<file path="config.mk">
export PLATFORM = sky130hd
export DESIGN_NAME = fx2_fifo_writer_flat
export DESIGN_NICKNAME = d
export VERILOG_FILES = /design/src/rtl/fx2_fifo_writer_if.sv /design/src/rtl/fx2_fifo_writer.sv /design/src/flat_wrapper.sv
export SDC_FILE = /design/constraint.sdc
export NUM_CORES = 1
export LEC_CHECK = 0
export CELL_PAD_IN_SITES_DETAIL_PLACEMENT = 0
export CELL_PAD_IN_SITES_GLOBAL_PLACEMENT = 1
export CORE_ASPECT_RATIO = 1.25
export CORE_UTILIZATION = 35
export CTS_BUF_LIST = sky130_fd_sc_hd__clkbuf_8
export DETAILED_ROUTE_END_ITERATION = 8
export HOLD_SLACK_MARGIN = 0.15
export PLACE_DENSITY_LB_ADDON = 0.1
export SETUP_SLACK_MARGIN = 0.02
export SLEW_MARGIN = 15
export SYNTH_ARGS = -nofsm -noshare
export SYNTH_HDL_FRONTEND = slang
export SYNTH_SLANG_ARGS = --single-unit
</file>
<file path="constraint.sdc">
create_clock -name clk_i -period 7.5 [get_ports clk_i]
set_clock_uncertainty 0.1 [all_clocks]
set_input_delay 1.5 -clock clk_i [delete_from_list [all_inputs] [get_ports clk_i]]
set_output_delay 1.5 -clock clk_i [all_outputs]
set_load 0.02 [all_outputs]
</file>
<file path="src/rtl/fx2_fifo_writer_if.sv">
// FX2 slave-FIFO bus plus the read side of the CDC FIFO, as seen by the write engine.
// master = write engine, slave = FIFO/endpoint side.
interface fx2_fifo_writer_if;
  logic [15:0] fifo_data_i;
  logic        fifo_valid_i;
  logic        fifo_ren_o;
  logic        flagb_i;
  logic        slwr_o;
  logic        pktend_o;
  logic [15:0] fd_o;

  modport master (
    input  fifo_data_i, fifo_valid_i, flagb_i,
    output fifo_ren_o, slwr_o, pktend_o, fd_o
  );

  modport slave (
    output fifo_data_i, fifo_valid_i, flagb_i,
    input  fifo_ren_o, slwr_o, pktend_o, fd_o
  );
endinterface

</file>
<file path="src/rtl/fx2_fifo_writer.sv">
// FX2 slave-FIFO write engine: pops CDC FIFO words or xorshift test data into the endpoint,
// tracks per-packet word count and commits short packets on flush or idle timeout.
module fx2_fifo_writer #(
  parameter int unsigned PKT_WORDS    = 256,
  parameter int unsigned IDLE_TIMEOUT = 1024,
  parameter logic [15:0] SEED         = 16'h6c41
) (
  input  logic                     clk_i,
  input  logic                     reset_i,
  input  logic                     flush_i,
  input  logic                     test_i,
  fx2_fifo_writer_if.master        bus,
  output logic                     test_mode_o,
  output logic [31:0]              words_o
);

  localparam int unsigned WCW = (PKT_WORDS > 1) ? $clog2(PKT_WORDS) : 1;
  localparam int unsigned IW  = $clog2(IDLE_TIMEOUT + 1);
  localparam logic [WCW-1:0] W_LAST   = WCW'(PKT_WORDS - 1);
  localparam logic [IW-1:0]  IDLE_MAX = IW'(IDLE_TIMEOUT);

  typedef enum logic {CAP, TEST} mode_t;

  mode_t          mode_q, mode_d;
  logic           pend_q, pend_d;
  logic [WCW-1:0] w_cnt_q, w_cnt_d;
  logic [IW-1:0]  idle_q, idle_d;
  logic           flush_pend_q, flush_pend_d;
  logic [15:0]    rng_q, rng_d;
  logic [31:0]    words_q, words_d;

  logic sw, go, wr, last;

  function automatic logic [15:0] xs(input logic [15:0] s);
    logic [15:0] t1, t2;
    t1 = s ^ (s << 7);
    t2 = t1 ^ (t1 >> 9);
    return t2 ^ (t2 << 8);
  endfunction

  always_comb begin
    last = (w_cnt_q == W_LAST);
    // Mode may only change on a packet boundary; the switching cycle carries no write.
    sw = !pend_q && (w_cnt_q == '0) && ((mode_q == CAP) ? test_i : !test_i);
    go = (mode_q == CAP) && !pend_q && (w_cnt_q != '0) && !bus.flagb_i &&
         (flush_i || flush_pend_q || (idle_q == IDLE_MAX));
    if (mode_q == CAP) wr = !pend_q && !go && !sw && bus.fifo_valid_i && !bus.flagb_i;
    else               wr = !pend_q && !sw && !bus.flagb_i;

    bus.slwr_o     = wr && !reset_i;
    bus.fifo_ren_o = wr && (mode_q == CAP) && !reset_i;
    bus.pktend_o   = pend_q;
    if (reset_i)             bus.fd_o = '0;
    else if (mode_q == CAP)  bus.fd_o = bus.fifo_data_i;
    else                     bus.fd_o = rng_q;

    mode_d       = mode_q;
    pend_d       = pend_q;
    w_cnt_d      = w_cnt_q;
    idle_d       = idle_q;
    flush_pend_d = flush_pend_q;
    rng_d        = rng_q;
    words_d      = words_q + 32'(wr);

    if (pend_q) begin
      pend_d       = 1'b0;
      w_cnt_d      = '0;
      idle_d       = '0;
      flush_pend_d = 1'b0;
    end else begin
      pend_d = go;
      // A flush with nothing written and nothing being written would be a zero-length packet.
      if ((mode_q == CAP) && flush_i && !go && !((w_cnt_q == '0) && !wr))
        flush_pend_d = 1'b1;
      if (wr) begin
        idle_d  = '0;
        w_cnt_d = last ? '0 : w_cnt_q + 1'b1;
        if (last) flush_pend_d = 1'b0;
        if (mode_q == TEST) rng_d = xs(rng_q);
      end else if ((mode_q == CAP) && (w_cnt_q != '0)) begin
        if (idle_q != IDLE_MAX) idle_d = idle_q + 1'b1;
      end else begin
        idle_d = '0;
      end
      if (sw) begin
        if (mode_q == CAP) begin
          mode_d = TEST;
        end else begin
          mode_d = CAP;
          rng_d  = SEED;
        end
      end
    end
  end

  always_ff @(posedge clk_i or posedge reset_i) begin
    if (reset_i) begin
      mode_q       <= CAP;
      pend_q       <= 1'b0;
      w_cnt_q      <= '0;
      idle_q       <= '0;
      flush_pend_q <= 1'b0;
      rng_q        <= SEED;
      words_q      <= '0;
    end else begin
      mode_q       <= mode_d;
      pend_q       <= pend_d;
      w_cnt_q      <= w_cnt_d;
      idle_q       <= idle_d;
      flush_pend_q <= flush_pend_d;
      rng_q        <= rng_d;
      words_q      <= words_d;
    end
  end

  assign test_mode_o = (mode_q == TEST);
  assign words_o     = words_q;

endmodule
</file>
<file path="src/flat_wrapper.sv">
// flat-port wrapper written by rule: the top's interface ports become plain ports
module fx2_fifo_writer_flat 
#(
  parameter int unsigned PKT_WORDS    = 256,
  parameter int unsigned IDLE_TIMEOUT = 1024,
  parameter logic [15:0] SEED         = 16'h6c41
)
  (clk_i, reset_i, flush_i, test_i, test_mode_o, words_o, bus_fifo_data_i, bus_fifo_valid_i, bus_flagb_i, bus_fifo_ren_o, bus_slwr_o, bus_pktend_o, bus_fd_o);
  fx2_fifo_writer_if bus_i ();
  input  logic clk_i;
  input  logic reset_i;
  input  logic flush_i;
  input  logic test_i;
  output logic test_mode_o;
  output logic [31:0] words_o;
  input wire logic [$bits(bus_i.fifo_data_i)-1:0] bus_fifo_data_i;
  input wire logic [$bits(bus_i.fifo_valid_i)-1:0] bus_fifo_valid_i;
  input wire logic [$bits(bus_i.flagb_i)-1:0] bus_flagb_i;
  output wire logic [$bits(bus_i.fifo_ren_o)-1:0] bus_fifo_ren_o;
  output wire logic [$bits(bus_i.slwr_o)-1:0] bus_slwr_o;
  output wire logic [$bits(bus_i.pktend_o)-1:0] bus_pktend_o;
  output wire logic [$bits(bus_i.fd_o)-1:0] bus_fd_o;
  assign bus_i.fifo_data_i = bus_fifo_data_i;
  assign bus_i.fifo_valid_i = bus_fifo_valid_i;
  assign bus_i.flagb_i = bus_flagb_i;
  assign bus_fifo_ren_o = bus_i.fifo_ren_o;
  assign bus_slwr_o = bus_i.slwr_o;
  assign bus_pktend_o = bus_i.pktend_o;
  assign bus_fd_o = bus_i.fd_o;
  fx2_fifo_writer #(.PKT_WORDS(PKT_WORDS), .IDLE_TIMEOUT(IDLE_TIMEOUT), .SEED(SEED)) u_core (.clk_i(clk_i), .reset_i(reset_i), .flush_i(flush_i), .test_i(test_i), .bus(bus_i), .test_mode_o(test_mode_o), .words_o(words_o));
endmodule
</file>
==> impl_metrics.csv <==
group,metric,value,unit
outcome,run_status,"complete, no violations",
finish,layout_commonest_cell,"clkdlybuf4s50_1",
clock_tree,cts-root-buf,"clkbuf_8",
finish,synthToLayoutAreaGrowth,27.4,%
route,ant_nets,0,
yosys,synth_edf_count,0,
route,viasPerCell,5.17,
worst_setup_path,max_stage_delay,0.62,ns
route,drt_iter0_markers,98,
yosys,yosysUniqueCellTypes,51,
floorplanning,num_rows,42,
route,totalWireLength,8980,um
yosys,synthArstFlopShare,100,%
timing,timing.hold.ws,0.369,ns
floorplanning,die_w,96.4,um
place,dp_hpwl,6460,um
yosys,syn_area,3900,sq um
clock_tree,clkSinkCount,70,
grt,grt_pass1_wl,15100,um
yosys,yosys-top-cells-area,"dfrtp_1 (41%), xnor2_1 (8.3%), mux2i_1 (5.6%), nor2_1 (5.5%), xor2_1 (4.3%)",
yosys,synth.top_cell.area_share,41.1,%
timing,worstMarginPinSlew,1.15,ns
grt,grt_max_degree,44,
worst_setup_path,worst_ep_required_time,5.90,ns
yosys,synthFlopType,"dfrtp_1",
clock_tree,cts_max_level,3,
finish,antennaDiodeCount,0,
timing,period_share,70.7,%
flow_run,maxCapViolCount,0,
clock_tree,cts_setup_buffers,0,
worst_setup_path,cp.arrival,3.71,ns
worst_setup_path,path_max_fanout,11,
finish,fin_nets,499,
floorplanning,die-height,120,um
worst_setup_path,regToRegSetupSlack,3.66,ns
grt,grt.total_usage,16.8,%
grt,antenna_found_initial,0,
finish,utilization,46.3,%
floorplanning,dieArea,11600,sq um
worst_setup_path,path_class,"input pin to output pin",
yosys,ys_warn_count,0,
timing,rsz0062_at_grt,"no",
clock_tree,cts_hold_buf,0,
yosys,synth_top_area_cell,"dfrtp_1",
yosys,syn_area_per_cell,9.75,sq um
finish,drive_gt1_share,6.93,%
timing,tns,0,ns
yosys,ys_ff_latch,70,
route,routedWlPerCell,14.8,um
route,first_pass_iters,4,
worst_setup_path,worstPathCellList,"clkdlybuf4s50_1, nor2_1, o21a_1, and2_1, nand3_2, nor2_1, clkdlybuf4s50_1",
timing,drv_slew,0,
clock_tree,numCtsBuffers,9,
timing,setup_violations,0,
clock_tree,clock_tree.buffer_depth,2,
hold_path,hp-class,"flop to flop",
clock_tree,cts_tree,"yes",
worst_setup_path,cp-start-kind,"input pin",
clock_tree,cts_resized,0,
yosys,synthCells,400,
grt,overflow,0,
grt,grt_pass1_vias,3077,
route,drc,0,
clock_tree,clk_pin_slew,0.07,ns
yosys,syn_nets,428,
floorplanning,initial_core_util,36.4,%
pwr,leakagePower,2.13,nW
clock_tree,clock_latency,0.35,ns
place,gp_congestion,0.845,
worst_setup_path,crit_slowest_cell,"clkdlybuf4s50_1",
finish,layout_common_cells,"clkdlybuf4s50_1 (73), dfrtp_1 (64), nor2_1 (57)",
timing,fmax,188,MHz
timing,hold_viol,0,
timing,relSlewSlack,23.5,%
worst_setup_path,end_kind,"output pin",
floorplanning,io_pins,74,
yosys,yosysSeqAreaShare,45.1,%
pwr,ir_worst_vdd,0.000130,V
route,route.vias.total,3141,
timing,period_needed,5.31,ns
pwr,power_density,333,nW/um^2
floorplanning,core_area,10700,sq um
place,port-buffer-count,73,
pwr,totalPowerFinal,1.66,mW
[worst paths after layout]
path | startpoint | end | cells past startpoint
worst max-delay path | bus_flagb_i | bus_slwr_o | 7
worst min-delay path | u_core.words_o[31]$_DFF_PP0_ | u_core.words_o[31]$_DFF_PP0_ | 1
worst max register to register | u_core.test_mode_o$_DFFE_PP0P_ | u_core.words_o[26]$_DFF_PP0_ | 12
worst min register to register | u_core.words_o[31]$_DFF_PP0_ | u_core.words_o[31]$_DFF_PP0_ | 1
max in group asynchronous | reset_i | asynchronous set/reset pin | 3
min in group asynchronous | reset_i | asynchronous set/reset pin | 2
[layout make-up]
type                       count  area (sq um)
multi-input combinational    306          2050
inverter                      10          37.5
clock buffer                  10           138
sequential                    70          1760
timing repair buffer          74           738
tap                          132           165
fill                        1065          5750
clock inverter                 6          85.1
[power by group]
group          switching, mW  internal [mW]
clock                  0.148          0.195
combinational          0.362          0.348
sequential             0.140          0.463
total                  0.649           1.01
[routing by layer]
| layer | track usage, % | routed length, um | vias to the layer above |
|---|---|---|---|
| li1 | - | - | 1536 |
| met1 | 21.4 | 4090 | 1525 |
| met2 | 28.0 | 4440 | 72 |
| met3 | 4.06 | 353 | 8 |
| met4 | 4.69 | 95 | 0 |
| met5 | 0 | 0 | - |
[cells in the mapped netlist (3+ instances only)]
| cell | instances |
|---|---|
| nor2_1 | 57 |
| xnor3_1 | 4 |
| mux2i_1 | 22 |
| o31ai_1 | 5 |
| a21oi_1 | 10 |
| and2_1 | 3 |
| and4_1 | 4 |
| nand2_1 | 38 |
| o21ai_0 | 13 |
| nand3_1 | 21 |
| nor3_1 | 3 |
| dfstp_2 | 6 |
| o21ai_1 | 4 |
| clkbuf_1 | 10 |
| ha_1 | 6 |
| inv_1 | 9 |
| nand4_1 | 12 |
| and3_1 | 11 |
| xor2_1 | 19 |
| xnor2_1 | 37 |
| dfrtp_1 | 64 |
| nor4_1 | 4 |
| o311ai_0 | 3 |
[kinds of logic after synthesis]
family          synth area share (%)
mux                             5.94
simple gates                    21.6
flops                           45.1
buf+inv                         2.41
xor+xnor                        14.9
fa+ha+maj                       1.93
compound gates                  8.12
[worst max-delay path: cells and delay by family]
family	cells	cell delay, ns
buffers and inverters	2	1.24
and+or+nand+nor	4	0.78
AOI/OAI and AO/OA	1	0.18
[through the flow]
stage / worst slack [ns] / std cells / instance area (sq um)
finish: 2.19 / 608 / 4970
global route: 2.00 / 608 / 4970
CTS: 2.20 / 608 / 4970
detailed placement: 2.22 / 592 / 4750
global placement: 2.23 / 592 / 4750
floorplan: 3.33 / 400 / 3900
No activity file was read; power rests on OpenSTA's default activity.
==> RTL edit: new RTL, same flow settings <==
`PKT_WORDS` is set to 256 in 2 places; all go to 512.
--- a/src/rtl/fx2_fifo_writer.sv
+++ b/src/rtl/fx2_fifo_writer.sv
@@ -3,3 +3,3 @@
 module fx2_fifo_writer #(
-  parameter int unsigned PKT_WORDS    = 256,
+  parameter int unsigned PKT_WORDS    = 512,
   parameter int unsigned IDLE_TIMEOUT = 1024,
--- a/src/flat_wrapper.sv
+++ b/src/flat_wrapper.sv
@@ -3,3 +3,3 @@
 #(
-  parameter int unsigned PKT_WORDS    = 256,
+  parameter int unsigned PKT_WORDS    = 512,
   parameter int unsigned IDLE_TIMEOUT = 1024,
Function: same outputs for any inputs over 10 cycles, from zero or initial values and one cycle with reset_i high; that may be too few to reach the edited logic, so the function may still have changed.
==> RTL edit against the original RTL <==
  * Worst setup slack got worse by 0.043 ns
  * Non-clock buffer count is 1 higher
  * Register-to-register slack gained 0.60 ns
  * Cell area is 3.3% higher
  * Sequential power decreased by 1%
  * Synthesized area rose by 5.3%
  * Routed wire length rose by 7.9%
  * Combinational power up 12%
  * Sequential cell count is 1 higher
  * Power rose by 5.1%
  * Largest power group unchanged
==> RTL edit: results (changes against the original RTL) <==
mux contribution to synthesized area=4.389% (was 5.937%); crit path to=bus_fifo_ren_o (was bus_slwr_o); r2r endpoint=u_core.words_o[29] (was u_core.words_o[26]); status=complete, no violations (unchanged); total wire length=9689 um (was 8980 um); Leak Pwr=2.201 nW (was 2.132 nW); worst-margin pin slew=0.9569 ns (was 1.148 ns); largest net degree at the start of global routing=40 (was 44); first-pass GRT wire length=16270 um (was 15090 um); Worst R2R Setup Slack=4.26 ns (was 3.66 ns); post-CTS setup buffers=0 (unchanged); 1st-iter DRT viols=100 (was 98); vias in the first global route=3343 (was 3077); worst hold path class=flop to flop (unchanged); max incr delay on CP=0.65 ns (was 0.62 ns); Internal Power=1.032 mW (was 1.006 mW); GPL Wtd Cong=0.7727 (was 0.8446); XOR/XNOR Fraction of Synth Area=13.65% (was 14.89%); met2 usage=29.33% (was 28.01%); critical path fanouts, max=17 (was 11); global router's overall resource usage=16.97% (was 16.81%); top cells by area, synth=dfrtp_1, xnor2_1, mux2i_1, nor2_1, xor2_1 (unchanged); Synth Area in Compound Gates=12.16% (was 8.119%); r2r startpoint=u_core.bus.pktend_o (was u_core.test_mode_o); peak supply drop=129.2 uV (was 130.3 uV); Seq/Total Area, Yosys=43.46% (was 45.12%); GRT met3 Usage=3.618% (was 4.056%); non-filler cells, final=623 (was 608); Total Nets Final=513 (was 499); port bufs=73 (unchanged); Netlist cell types=51 (unchanged); Post-Synthesis Cells=422 (was 400); net count after synthesis=452 (was 428); placed cells=607 (was 592); total number of vias=3214 (was 3141); met1 Use GR=20.48% (was 21.43%); R2R depth=9 (was 12); Synth Area in Adders=2.438% (was 1.926%); most frequent cells after synthesis=dfrtp_1, nor2_1, xnor2_1, nand2_1 (was dfrtp_1, nor2_1, nand2_1, xnor2_1, mux2i_1); share of layout cells above drive strength 1=7.992% (was 6.933%); fill cell count=1099 (was 1065); WP data arrival=3.75 ns (was 3.71 ns); Clock Latency Late Sink=0.36 ns; DP Wirelength=6707 um (was 6461 um)
==> RTL edit: critical path: cells and delay by family <==
family / cells / cell delay [ns]
AND/OR/NAND/NOR: 2 / 0.67
buffers and inverters: 2 / 1.14
AO/OA/AOI/OAI: 2 / 0.44
==> RTL edit: per-stage QoR <==
stage / setup WS, ns / hold slack (ns) / cell area [um^2] / util, %
after floorplan: 3.157 / 0.3860 / 4105 / -
after global placement: 2.117 / 0.3590 / 4913 / 43.70
after detailed placement: 2.117 / 0.3686 / 4913 / 43.70
after CTS: 2.101 / 0.3841 / 5135 / 45.67
after global routing: 1.966 / 0.3998 / 5135 / 45.67
final: 2.152 / 0.3758 / 5135 / 45.67
==> RTL edit: power groups by stage <==
| stage | logic, mW | registers (mW) | clock network, mW |
|---|---|---|---|
| 2_1_floorplan | 0.628 | 0.562 | 0 |
| 3_3_place_gp | 0.793 | 0.604 | 0 |
| 3_5_place_dp | 0.803 | 0.605 | 0 |
| 4_1_cts | 0.806 | 0.599 | 0.358 |
| 5_1_grt | 0.891 | 0.615 | 0.370 |
| 6_report | 0.797 | 0.597 | 0.347 |
==> RTL edit: per-layer routing <==
metal / up-vias / wire [um]
met5: - / 0
met4: 0 / 171
met3: 12 / 413
met2: 59 / 4694
met1: 1554 / 4410
li1: 1589 / -
==> RTL edit: how the worst min path moves through the flow <==
stage,cells after the start,from,end
6_report,1,u_core.words_o[31],u_core.words_o[31]
5_1_grt,1,u_core.words_o[31],u_core.words_o[31]
4_1_cts,1,u_core.words_o[31],u_core.words_o[31]
3_5_place_dp,1,u_core.words_o[31],u_core.words_o[31]
3_3_place_gp,1,u_core.words_o[31],u_core.words_o[31]
2_1_floorplan,1,flop,flop
==> RTL edit: final cells by class <==
class                   instances  share of cell area, %
clock buffers                  10                  2.680
repair buffers                 75                  14.52
multi-input cells             315                  42.32
inverters                      11                 0.8041
well taps                     135                  3.289
clock inverters                 6                  1.633
flip-flops and latches         71                  34.75
==> RTL edit: cell families (layout without fill, tap and decap cells) <==
kind of cell | Yosys count | in the layout
AO/OA/AOI/OAI | 72 | 72
XOR/XNOR | 64 | 64
multiplexers | 18 | 18
flip-flops | 71 | 71
adder cells (fa/ha/maj) | 8 | 8
AND/OR/NAND/NOR | 153 | 153
buffers and inverters | 36 | 102
